--- src/rtl/json_lexer.sv ---
// Byte-stream lexer feeding a JSON pair counter: strips whitespace outside strings,
// masks escape sequences as '_', and buffers cleaned characters in a 4-deep FIFO.
module json_lexer (
  input  logic       clk,
  input  logic       reset,
  input  logic       in_valid,
  input  logic [7:0] in_char,
  output logic       in_ready,
  output logic       out_valid,
  output logic [7:0] out_char,
  input  logic       out_ready,
  output logic       esc_err,
  output logic [7:0] drop_cnt
);

  typedef enum logic [1:0] {
    S_OUTSIDE = 2'd0,
    S_IN_STR  = 2'd1,
    S_ESC     = 2'd2
  } lex_state_e;

  localparam logic [7:0] CH_QUOTE = 8'h22;
  localparam logic [7:0] CH_BSL   = 8'h5C;
  localparam logic [7:0] CH_MASK  = 8'h5F;

  lex_state_e state_q, state_d;
  logic [1:0] wr_ptr_q, rd_ptr_q;
  logic [2:0] count_q, count_d;
  logic [7:0] mem_q [4];
  logic       esc_err_q, esc_err_d;
  logic [7:0] drop_cnt_q, drop_cnt_d;

  logic       accept, pop, push, drop;
  logic [7:0] push_char;

  assign in_ready  = (count_q != 3'd4);
  assign out_valid = (count_q != 3'd0);
  assign accept    = in_valid && in_ready;
  assign pop       = out_valid && out_ready;
  // Gate the head so an empty FIFO presents 0x00 rather than stale storage.
  assign out_char  = out_valid ? mem_q[rd_ptr_q] : 8'h00;
  assign esc_err   = esc_err_q;
  assign drop_cnt  = drop_cnt_q;

  // NOTE: every signal gets a default before the case so no path leaves it unassigned (no latches).
  always_comb begin
    state_d   = state_q;
    push      = 1'b0;
    drop      = 1'b0;
    push_char = in_char;
    esc_err_d = esc_err_q;
    if (accept) begin
      unique case (state_q)
        S_OUTSIDE: begin
          if (in_char inside {8'h20, 8'h09, 8'h0A, 8'h0D}) begin
            drop = 1'b1;
          end else begin
            push = 1'b1;
            if (in_char == CH_QUOTE) state_d = S_IN_STR;
          end
        end
        S_IN_STR: begin
          if (in_char == CH_BSL) begin
            drop    = 1'b1;
            state_d = S_ESC;
          end else begin
            push = 1'b1;
            if (in_char == CH_QUOTE) state_d = S_OUTSIDE;
          end
        end
        S_ESC: begin
          push      = 1'b1;
          push_char = CH_MASK;
          state_d   = S_IN_STR;
          if (!(in_char inside {8'h22, 8'h5C, 8'h2F, 8'h62, 8'h66,
                                8'h6E, 8'h72, 8'h74, 8'h75})) begin
            esc_err_d = 1'b1;
          end
        end
        default: state_d = S_OUTSIDE;
      endcase
    end
  end

  always_comb begin
    drop_cnt_d = drop ? drop_cnt_q + 8'd1 : drop_cnt_q;
    unique case ({push, pop})
      2'b10:   count_d = count_q + 3'd1;
      2'b01:   count_d = count_q - 3'd1;
      default: count_d = count_q;
    endcase
  end

  // NOTE: sequential state uses non-blocking assignments so all registers update from pre-edge values.
  always_ff @(posedge clk or posedge reset) begin
    if (reset) begin
      state_q    <= S_OUTSIDE;
      wr_ptr_q   <= 2'd0;
      rd_ptr_q   <= 2'd0;
      count_q    <= 3'd0;
      esc_err_q  <= 1'b0;
      drop_cnt_q <= 8'd0;
    end else begin
      state_q    <= state_d;
      count_q    <= count_d;
      esc_err_q  <= esc_err_d;
      drop_cnt_q <= drop_cnt_d;
      if (push) wr_ptr_q <= wr_ptr_q + 2'd1;
      if (pop)  rd_ptr_q <= rd_ptr_q + 2'd1;
    end
  end

  // NOTE: storage is deliberately not reset; count_q alone decides which entries are meaningful.
  always_ff @(posedge clk) begin
    if (push) mem_q[wr_ptr_q] <= push_char;
  end

endmodule

--- config.mk ---
export PLATFORM = sky130hd
export DESIGN_NAME = json_lexer
export DESIGN_NICKNAME = d
export VERILOG_FILES = /design/src/rtl/json_lexer.sv
export SDC_FILE = /design/constraint.sdc
export NUM_CORES = 1
export LEC_CHECK = 0
export ABC_AREA = 1
export CORE_MARGIN = 2
export CORE_UTILIZATION = 53
export CTS_CLUSTER_DIAMETER = 30
export DETAILED_ROUTE_END_ITERATION = 8
export PLACE_DENSITY_LB_ADDON = 0.1
export SLEW_MARGIN = 5
export SYNTH_ARGS = -nofsm -noshare
export SYNTH_HDL_FRONTEND = slang
export SYNTH_SLANG_ARGS = --single-unit
--- constraint.sdc ---
create_clock -name clk -period 3.55 [get_ports clk]
set_input_delay 0.71 -clock clk [delete_from_list [all_inputs] [get_ports clk]]
set_output_delay 0.71 -clock clk [all_outputs]
set_load 0.01 [all_outputs]
==> results.json <==
{
  "die_x_um": 73.30,
  "r2r-start": "count_q[1]",
  "fill_cells": 391,
  "io_pins": 31,
  "total_leakage_power_nw": 1.342,
  "postPlaceCellArea_um2": 2917,
  "rows": 25,
  "drt_first_iter_violations": 121,
  "synth_nets": 295,
  "dp.final_hpwl_um": 3380,
  "ys_top_cells_by_area": "edfxtp_1, dfrtp_1, nand2_1",
  "grt_max_degree": 20,
  "crit_chain": "clkinv_1, nor2_1, o21ai_0, a21oi_1, clkdlybuf4s50_1",
  "start_util": 0.5460,
  "critPathArrivalTime_ps": 2240,
  "antenna_found_initial": 0,
  "endpoint": "out_char[1]",
  "mostFrequentLayoutCell": "nand2_1",
  "slowest_stage": "dfrtp_1",
  "drive_above_1_share": 0.08946,
  "synth_top_area_cell": "edfxtp_1",
  "htree_levels": 2,
  "slowest_delay_ps": 560,
  "finalHoldViolations": 0,
  "gp_congestion": 0.8175,
  "post-route-min-period_ps": 2945,
  "total_power_w": 0.002009,
  "firstDrtPassIters": 4,
  "power_density_nw_per_um2": 664.5,
  "rr_worst_depth": 11,
  "fin_setup_tns_ps": 0,
  "worst_pin_slew_ps": 711.2,
  "clockRootBuffer": "clkbuf_8",
  "cts_num_sinks": 50,
  "synth_area_um2": 2545,
  "wl_um": 4749,
  "fmax_mhz": 339.5,
  "io_buffers": 30,
  "ys_types": 28,
  "finalWorstSetupSlack_ps": 604.9,
  "relSlewSlack": 0.5253,
  "drc": 0,
  "skew_ps": 11.30,
  "layout.nets": 331,
  "design_area_um2": 3023,
  "synth_cells": 276,
  "synth-warning-count": 0,
  "numCtsBuffers": 5,
  "drv_cap": 0,
  "viasPerCell": 5.188,
  "rrSetupSlack_ps": 1430,
  "dieArea_um2": 5372,
  "ant_nets": 0,
  "areaGrowthSynthToFinish_pct": 18.78,
  "clk_pin_slew_ps": 90,
  "synth_seq_area_share": 0.5546,
  "core-area_um2": 4661,
  "diodes": 0,
  "postCtsSetupBuffers": 0,
  "hp-class": "flop to flop",
  "postCtsHoldBufs": 0,
  "overflow": 0,
  "final_cell_mix": "nand2_1, nor2_1, edfxtp_1",
  "crit_type": "flop to output port",
  "worstHoldStart": "esc_err",
  "drv_slew": 0,
  "die_h_um": 73.30,
  "clock_path_buffers": 2,
  "cp-startpoint": "rd_ptr_q[1]",
  "finalSetupViolCount": 0,
  "final_cells": 367,
  "peakVddDrop_uv": 246.2,
  "routedWlPerCell_um": 12.94,
  "place_ws_ps": 481.3,
  "cp.required_ps": 2840,
  "avgSynthCellArea_um2": 9.221,
  "worstPathMaxFanout": 9,
  "end_kind": "output port",
  "vias": 1904,
  "start_kind": "flop",
  "synth.top_cell.area_share": 0.3776,
  "status": "complete, no violations",
  "grt_pass1_vias": 1742,
  "reg2reg_to": "count_q[2]",
  "grt_pass1_wl_um": 7852,
  "clk_latency_ps": 300,
  "timing.final.crit_share": 0.8296,
  "cts_resized": 0,
  "synth-seq-cells": 50,
  "rsz0062_at_grt": "false",
  "dpl.cell_count": 359,
  "grtUsageTotal": 0.1939,
  "cts_tree": "yes"
}
[stage by stage]
stage	util	hold WS [ps]
floorplan	-	492.3
global placement	0.6258	450.0
detailed placement	0.6258	464.2
CTS	0.6486	483.5
global route	0.6486	498.8
finish	0.6486	475.9
[power breakdown]
part           total (W)  switching, W  internal (W)
Combinational   0.000753      0.000400      0.000353
Clock           0.000385      0.000177      0.000208
Sequential      0.000871      0.000121      0.000750
[cells by family (layout without fill, tap and decap cells)]
logic type | Yosys count | after routing | share of synthesized area
AO/OA/AOI/OAI | 30 | 30 | 0.05949
XOR/XNOR | 9 | 9 | 0.03097
AND/OR/NAND/NOR | 141 | 141 | 0.2561
buffers and inverters | 39 | 76 | 0.06145
flip-flops | 50 | 50 | 0.5546
adder cells (fa/ha/maj) | 7 | 7 | 0.03736
[worst min-delay path by stage]
stage	to	depth (start not counted)
2_1_floorplan	wr_ptr_q[1]	2
3_3_place_gp	esc_err	2
3_5_place_dp	esc_err	2
4_1_cts	esc_err	2
5_1_grt	esc_err	2
6_report	esc_err	2
[critical path: cells and delay by family, from the launching register on]
| kind | cells | cell delay [ps] |
|---|---|---|
| AOI/OAI and AO/OA | 2 | 270 |
| buffers and inverters | 2 | 930 |
| DFF | 1 | 560 |
| and+or+nand+nor | 1 | 170 |
[synth_stat cells]
cell type	count
nor3_2	1
ha_1	6
edfxtp_1	32
o22ai_1	1
nand2_2	3
nor2_2	3
inv_4	1
clkinv_1	1
inv_1	29
clkbuf_1	1
nand4_1	6
inv_2	3
xor2_1	5
nand2_4	2
o21ai_0	20
buf_2	3
a21oi_1	9
fa_1	1
nor3_1	1
nor2_1	48
buf_4	1
xnor2_1	4
nand2_1	54
nor3_4	1
nand2_8	1
dfrtp_1	18
nand3_2	3
nand3_1	18
[registers in the layout (all words and copies together), names as in the netlist]
name      flops
count_q       3
drop_cnt      8
esc_err       1
mem_q        32
rd_ptr_q      2
state_q       2
wr_ptr_q      2
[metal layers]
layer  wire (um)  vias up  global-route usage
met4          40        0             0.04242
met1        2150      884              0.2441
met2        2431       39              0.3443
li1            -      975                   -
met3         126        6             0.04115
met5           0        -                   0
[layout make-up]
| cell class | instances | area, um^2 | share of cell area |
|---|---|---|---|
| flip-flops and latches | 50 | 1411 | 0.4669 |
| multi-input cells | 187 | 977.2 | 0.3233 |
| repair buffers | 34 | 330.3 | 0.1093 |
| inverters | 34 | 130.1 | 0.04305 |
| clock buffers | 6 | 72.57 | 0.02401 |
| well taps | 54 | 67.56 | 0.02235 |
| clock inverters | 2 | 33.78 | 0.01118 |
No activity file was read; power rests on OpenSTA's default activity.
